[src/rtl/key_conditioner.sv]
// Push-button front end: two-flop synchronizer, counter debouncer and a
// press/short/long classifier producing registered single-cycle events.
module key_conditioner #(
    parameter int unsigned DEBOUNCE_CYCLES = 500000,
    parameter int unsigned LONG_CYCLES     = 50000000,
    parameter bit          ACTIVE_LOW      = 1'b1
) (
    input  logic clk,
    input  logic rst,
    input  logic key_in,
    output logic key_level,
    output logic press,
    output logic release_pulse,
    output logic short_press,
    output logic long_press
);
    localparam int unsigned   DW           = $clog2(DEBOUNCE_CYCLES) + 1;
    localparam int unsigned   HW           = $clog2(LONG_CYCLES) + 1;
    localparam logic [DW-1:0] DLAST        = DW'(DEBOUNCE_CYCLES - 1);
    localparam logic [HW-1:0] HLAST        = HW'(LONG_CYCLES - 1);
    localparam logic          RAW_RELEASED = ACTIVE_LOW;

    typedef enum logic [1:0] {
        S_IDLE    = 2'd0,
        S_PRESSED = 2'd1,
        S_HELD    = 2'd2
    } state_e;

    logic          sync1_q, sync2_q;
    logic          pressed_c;
    logic          stb_q, stb_d;
    logic [DW-1:0] dcnt_q, dcnt_d;
    logic          rise_c, fall_c;
    state_e        state_q, state_d;
    logic [HW-1:0] hcnt_q, hcnt_d;
    logic          press_q, release_q, short_q, long_q;
    logic          press_d, release_d, short_d, long_d;

    always_ff @(posedge clk or posedge rst) begin
        if (rst) begin
            sync1_q <= RAW_RELEASED;
            sync2_q <= RAW_RELEASED;
        end else begin
            sync1_q <= key_in;
            sync2_q <= sync1_q;
        end
    end

    assign pressed_c = sync2_q ^ ACTIVE_LOW;

    // Accept a new level only after it has differed from stb for DEBOUNCE_CYCLES cycles.
    always_comb begin
        stb_d  = stb_q;
        dcnt_d = '0;
        if (pressed_c != stb_q) begin
            if (dcnt_q == DLAST) begin
                stb_d = pressed_c;
            end else begin
                dcnt_d = dcnt_q + DW'(1);
            end
        end
    end

    assign rise_c = stb_d & ~stb_q;
    assign fall_c = ~stb_d & stb_q;

    always_ff @(posedge clk or posedge rst) begin
        if (rst) begin
            stb_q  <= 1'b0;
            dcnt_q <= '0;
        end else begin
            stb_q  <= stb_d;
            dcnt_q <= dcnt_d;
        end
    end

    // Classifier state and hold counter; events are registered with the state.
    always_ff @(posedge clk or posedge rst) begin
        if (rst) begin
            state_q   <= S_IDLE;
            hcnt_q    <= '0;
            press_q   <= 1'b0;
            release_q <= 1'b0;
            short_q   <= 1'b0;
            long_q    <= 1'b0;
        end else begin
            state_q   <= state_d;
            hcnt_q    <= hcnt_d;
            press_q   <= press_d;
            release_q <= release_d;
            short_q   <= short_d;
            long_q    <= long_d;
        end
    end

    always_comb begin
        state_d = state_q;
        hcnt_d  = hcnt_q;
        case (state_q)
            S_IDLE: begin
                hcnt_d = '0;
                if (rise_c) state_d = S_PRESSED;
            end
            S_PRESSED: begin
                hcnt_d = hcnt_q + HW'(1);
                if (fall_c) begin
                    state_d = S_IDLE;
                end else if (hcnt_q == HLAST) begin
                    state_d = S_HELD;
                end
            end
            S_HELD: begin
                if (fall_c) state_d = S_IDLE;
            end
            default: state_d = S_IDLE;
        endcase
    end

    // A release on the threshold cycle is still a short press.
    always_comb begin
        press_d   = 1'b0;
        release_d = 1'b0;
        short_d   = 1'b0;
        long_d    = 1'b0;
        case (state_q)
            S_IDLE: press_d = rise_c;
            S_PRESSED: begin
                release_d = fall_c;
                short_d   = fall_c;
                long_d    = ~fall_c & (hcnt_q == HLAST);
            end
            S_HELD:  release_d = fall_c;
            default: press_d = 1'b0;
        endcase
    end

    assign key_level     = stb_q;
    assign press         = press_q;
    assign release_pulse = release_q;
    assign short_press   = short_q;
    assign long_press    = long_q;

endmodule

[config.mk]
export PLATFORM = sky130hd
export DESIGN_NAME = key_conditioner
export DESIGN_NICKNAME = d
export VERILOG_FILES = /design/src/rtl/key_conditioner.sv
export SDC_FILE = /design/constraint.sdc
export NUM_CORES = 1
export LEC_CHECK = 0
export CAP_MARGIN = 30
export CORE_MARGIN = 8
export CORE_UTILIZATION = 55
export DETAILED_ROUTE_END_ITERATION = 10
export GPL_ROUTABILITY_DRIVEN = 0
export HOLD_SLACK_MARGIN = 0.06
export PLACE_DENSITY_LB_ADDON = 0.2
export SETUP_SLACK_MARGIN = 0.2
export SYNTH_ARGS = -nofsm -noshare
export SYNTH_HDL_FRONTEND = slang
export SYNTH_SLANG_ARGS = --single-unit
[constraint.sdc]
create_clock -name clk -period 2.1 [get_ports clk]
set_input_delay 0.42 -clock clk [delete_from_list [all_inputs] [get_ports clk]]
set_output_delay 0.42 -clock clk [all_outputs]
set_load 0.02 [all_outputs]
Word level (Yosys, flattened, before mapping)
Cells that the tools add are included.
- register bits after elaboration: 56
- output and inout bits: 5
- word-level logic and storage cells: 45
- add/subtract/negate cells: 2
- eq/ne operators: 8
- multiplexer cells: 14
- bitwise gates (word level): 7
- reductions and logical operators: 4
- operator list (operator ; number):
    $pmux W27 S2 ; 1
    $mux W20 ; 2
    $add A27 B1 Y27 const B ; 1
    $eq A27 B26 Y1 const B ; 1
    $add A20 B1 Y20 const B ; 1
    $eq A20 B19 Y1 const B ; 1
    $mux W2 ; 4
    $mux W1 ; 6
    $pmux W2 S3 ; 1
    $ne A2 B2 Y1 const B ; 2
    $not A1 Y1 ; 4
    $and A1 B1 Y1 ; 3
    $ne A3 B3 Y1 const B ; 1
    $reduce_and A3 Y1 ; 1
    $eq A2 B1 Y1 const B ; 1
    $eq A2 B2 Y1 const B ; 1
    $logic_not A2 Y1 ; 1
    $reduce_bool A2 Y1 ; 1
    $reduce_or A2 Y1 ; 1
    $ne A1 B1 Y1 ; 1

Logic depth before layout (Yosys ltp)
- word-level depth: 8
- depth in mapped cells: 9
- mapped depth without buffers: 7

Least setup slack after synthesis
No wires, ideal clock.
- path kind: register to register
- start point: register hcnt_q[18]
- end point: register state_q[0]
- data arrival time: 2114 ps
- setup slack: -140 ps
- cell stages (with the launch flop): 6
- buffers on the path: 0
- path through: dfrtp_1 > or4b_1 > or4_1 > o41a_1 > o211a_1 > a221o_1
- cells in the longest elaborated chain, start to end: 3
- RTL lines (what ; RTL line ; text):
    from (decl) ; 35 ; logic [HW-1:0] hcnt_q, hcnt_d;
    from (signal assigned) ; 88 ; hcnt_q <= hcnt_d;
    $eq A27 B26 Y1 ; 108 ; end else if (hcnt_q == HLAST) begin
    $ne A3 B3 Y1 (no line) ; n/a ;
    $reduce_and A3 Y1 (no line) ; n/a ;
    to (signal assigned) ; 87 ; state_q <= state_d;
    to (decl) ; 34 ; state_e state_q, state_d;
No other way between the ends.
A chain may end at the register's enable or synchronous reset.

Worst setup path in the final report
- start point: register hcnt_q[7]
- end point: register state_q[0]
Same word-level chain as after synthesis.

==> results.md <==
* run status: finished with violations
* violated checks: negative setup slack
* clock transition time at the flip-flop clock pins of the worst setup and hold paths: 0.10 ns
* Horiz. Die Dim: 86.25 um
* TritonCTS Buffers: 5
* layout net count: 328
* level count of the clock H-tree: 2
* Filler cells: 386
* fin. max-slew vios: 0
* area of the core: 0.004755 mm^2
* Worst Tran Pin Value: 0.3148 ns
* initial core utilization: 57.08%
* Synth cell types: 37
* Tmin final: 2.277 ns
* setup repair after global routing missed its margin: true
* wire length of the first global-routing pass: 9.515 mm
* CTS Root Cell: sky130_fd_sc_hd__clkbuf_8
* Place WS: -0.1765 ns
* startpoint of the worst-slack reg-to-reg timing path: hcnt_q[7]
* total gr overflow: 0
* clock skew: 0.008726 ns
* clock sinks: 56
* post-synthesis sequential area ratio: 51.73%
* top cells by area in the synthesized netlist: sky130_fd_sc_hd__dfrtp_1, sky130_fd_sc_hd__nor2_1, sky130_fd_sc_hd__nand2_1
* top-level I/O count: 8
* number of nets with antenna violations after detailed routing: 0
* number of flops mapped to enable cells by yosys: 0
* Detailed Place HPWL: 3.948 mm
* smallest setup slack after layout: -0.1769 ns
* leading registers by flop count: hcnt_q: 27 flops, dcnt_q: 20 flops, state_q: 2 flops
* # setup viols final: 2
* Max VDD drop: 0.0005096 V
* mean instance size in the synthesized netlist: 9.727 um^2
* Ant. Diodes: 0
* dominant cell type by area after synthesis: sky130_fd_sc_hd__dfrtp_1
* I/O Buffers: 7
* final critical-path share of the clock period: 108.4%
* maximum buffer depth of the clock tree: 2
* top flip-flop cell by instance count after synthesis: sky130_fd_sc_hd__dfrtp_1
* number of standard cells after synthesis: 279
* critical path data arrival time: 2.48 ns
* final hold violation count: 0
* post-layout power: 1.734 mW
* fraction of layout instances using a drive strength above 1: 19.31%
* CTS tree: yes
* global routing's busiest layer: met2
* pin count of the biggest net entering global routing: 57
* clock insertion delay at the later pin of the skew report: 0.31 ns
* required time worst endpoint: 2.30 ns
* number of synthesized register bits: 56
* row count: 25
* startpoint of the most critical hold path: sync1_q
* synthesis-to-finish area growth: 22.31%
* Synthesized Nets: 287
* Async S/R FF share, synth: 100.0%
* reported max-cap violation count: 0
* number of optimization iterations in the first detailed-route pass: 4
* power density over the cells: 522.2 mW/mm^2
* count of hold buffers inserted by post-cts repair: 0
* crit path launch type: flip-flop
* routing usage on met1: 20.83%
* die area: 0.007438 mm^2
* total standard cell area after synthesis: 0.002714 mm^2
* fmax: 439.2 MHz
* category of the critical setup timing path: flip-flop to flip-flop
* DIE HEIGHT: 86.25 um
* top-area cell type share of the netlist area: 49.79%
* worst hold path type: flip-flop to flip-flop
* met2 layer usage reported by global route: 25.40%
* leakage power figure: 1.501 nW
* grt met3 use: 3.403%
* register with the highest flop count: hcnt_q
* crit path launch: hcnt_q[7]
* global-route total usage across every layer: 15.92%
* routed length per placed instance: 14.45 um
* via count: 2,177
* endpoint class of the critical path: flip-flop
* number of warnings issued by yosys: 0
* Post-Route WL: 5.607 mm
* max FFs per register: 27
* initial detailed-routing violation count: 72
* largest fanout on the critical path: 2
* detail-routed via count per cell: 5.611
* DRC Markers: 0
* vias in the first global route: 2,084
* worst rel slew slack: 78.74%
* initial antenna violation count: 0
[routing by layer]
layer  up-vias  part of all wire (%)
li1       1090                     -
met1      1057                    47
met2        23                    50
met3         7                   2.3
met4         0                   1.2
met5         -                     0
[cell usage after synthesis, types with 3 or more instances]
cell type	count
sky130_fd_sc_hd__nor3_1	8
sky130_fd_sc_hd__o31ai_1	8
sky130_fd_sc_hd__nand4_1	12
sky130_fd_sc_hd__ha_1	5
sky130_fd_sc_hd__clkbuf_1	7
sky130_fd_sc_hd__nor2_1	34
sky130_fd_sc_hd__or4_1	4
sky130_fd_sc_hd__and4_1	3
sky130_fd_sc_hd__a21oi_1	3
sky130_fd_sc_hd__nand3_1	19
sky130_fd_sc_hd__o211ai_1	8
sky130_fd_sc_hd__and3_1	4
sky130_fd_sc_hd__nand2_1	31
sky130_fd_sc_hd__xnor2_1	10
sky130_fd_sc_hd__dfrtp_1	54
sky130_fd_sc_hd__inv_1	12
sky130_fd_sc_hd__o41ai_1	3
sky130_fd_sc_hd__mux2i_1	7
sky130_fd_sc_hd__nor4_1	5
sky130_fd_sc_hd__o21ai_0	11
sky130_fd_sc_hd__xor2_1	10
sky130_fd_sc_hd__o311ai_0	3
[timing repair]
action,CTS,global route
buffers inserted,4,6
gates resized for setup,7,13
pin swaps,7,4
setup endpoints to repair,19,41
gates cloned,0,0
[critical path, stage by stage, from the launching register on]
cell,delay (ns)
sky130_fd_sc_hd__dfrtp_1,0.39
sky130_fd_sc_hd__or4b_4,0.54
sky130_fd_sc_hd__or4_4,0.43
sky130_fd_sc_hd__o41a_1,0.33
sky130_fd_sc_hd__o211a_1,0.21
sky130_fd_sc_hd__a221o_1,0.26
[power by group]
part / internal [mW] / switching (mW) / leakage (nW)
Clock: 0.270 / 0.326 / 0.0455
Combinational: 0.0148 / 0.0315 / 0.682
Sequential: 1.09 / 0.00637 / 0.773
[through the flow]
stage	utilization, %	std cells	hold WS, ns	TNS (ns)	instance area, um^2
2_1_floorplan	-	279	0.3452	-0.08224	2766
3_3_place_gp	64.61	370	0.3475	-0.1497	3072
3_5_place_dp	64.61	370	0.3494	-0.1765	3072
4_1_cts	67.84	382	0.3623	-0.2237	3226
5_1_grt	69.82	388	0.3651	-0.3227	3319
6_report	69.82	388	0.3602	-0.2022	3319
[logic make-up after synthesis]
group / share of synthesized area [%]
AO/OA/AOI/OAI: 11.16
XOR/XNOR: 6.454
adder cells (fa/ha/maj): 2.305
buffers and inverters: 2.766
flip-flops: 51.73
multiplexers: 2.582
AND/OR/NAND/NOR: 23.01
[layout make-up]
type / instances / area (um^2) / area share (%)
tap: 67 / 83.83 / 2.525
inverter: 12 / 45.04 / 1.357
timing repair buffer: 42 / 355.3 / 10.70
clock buffer: 8 / 90.09 / 2.714
multi-input combinational: 203 / 1341 / 40.41
sequential: 56 / 1404 / 42.29
[path summary, 6_finish.rpt]
kind	to	slack [ns]	cells after the start
max in group asynchronous	sync1_q	1.34	3
min in group asynchronous	hcnt_q[9]	0.46	3
worst min register to register	sync2_q	0.36	0
worst max-delay path	state_q[0]	-0.18	5
worst min-delay path	sync2_q	0.36	0
worst max register to register	state_q[0]	-0.18	5
[layout by cell type (no fill, tap or decap), types with 2 or more instances in the layout]
cell	n
sky130_fd_sc_hd__clkbuf_8	6
sky130_fd_sc_hd__mux2i_1	7
sky130_fd_sc_hd__nor3_4	2
sky130_fd_sc_hd__dfstp_2	2
sky130_fd_sc_hd__and4_1	2
sky130_fd_sc_hd__nand2_1	30
sky130_fd_sc_hd__nor3_1	6
sky130_fd_sc_hd__or4_1	2
sky130_fd_sc_hd__buf_4	32
sky130_fd_sc_hd__inv_1	9
sky130_fd_sc_hd__dfrtp_1	54
sky130_fd_sc_hd__buf_6	2
sky130_fd_sc_hd__nand2b_1	2
sky130_fd_sc_hd__nand3_1	18
sky130_fd_sc_hd__or4_4	2
sky130_fd_sc_hd__nor4_1	2
sky130_fd_sc_hd__ha_1	3
sky130_fd_sc_hd__nor4_4	2
sky130_fd_sc_hd__clkdlybuf4s50_1	6
sky130_fd_sc_hd__xnor2_1	10
sky130_fd_sc_hd__o21ai_0	11
sky130_fd_sc_hd__and3_1	4
sky130_fd_sc_hd__o211ai_1	8
sky130_fd_sc_hd__o31ai_1	8
sky130_fd_sc_hd__and2_1	2
sky130_fd_sc_hd__nand4_1	12
sky130_fd_sc_hd__nor2_1	34
sky130_fd_sc_hd__clkbuf_1	2
sky130_fd_sc_hd__inv_2	3
sky130_fd_sc_hd__a21oi_1	3
sky130_fd_sc_hd__xor2_1	10
sky130_fd_sc_hd__o41ai_1	3
No activity file was read; power rests on OpenSTA's default activity.
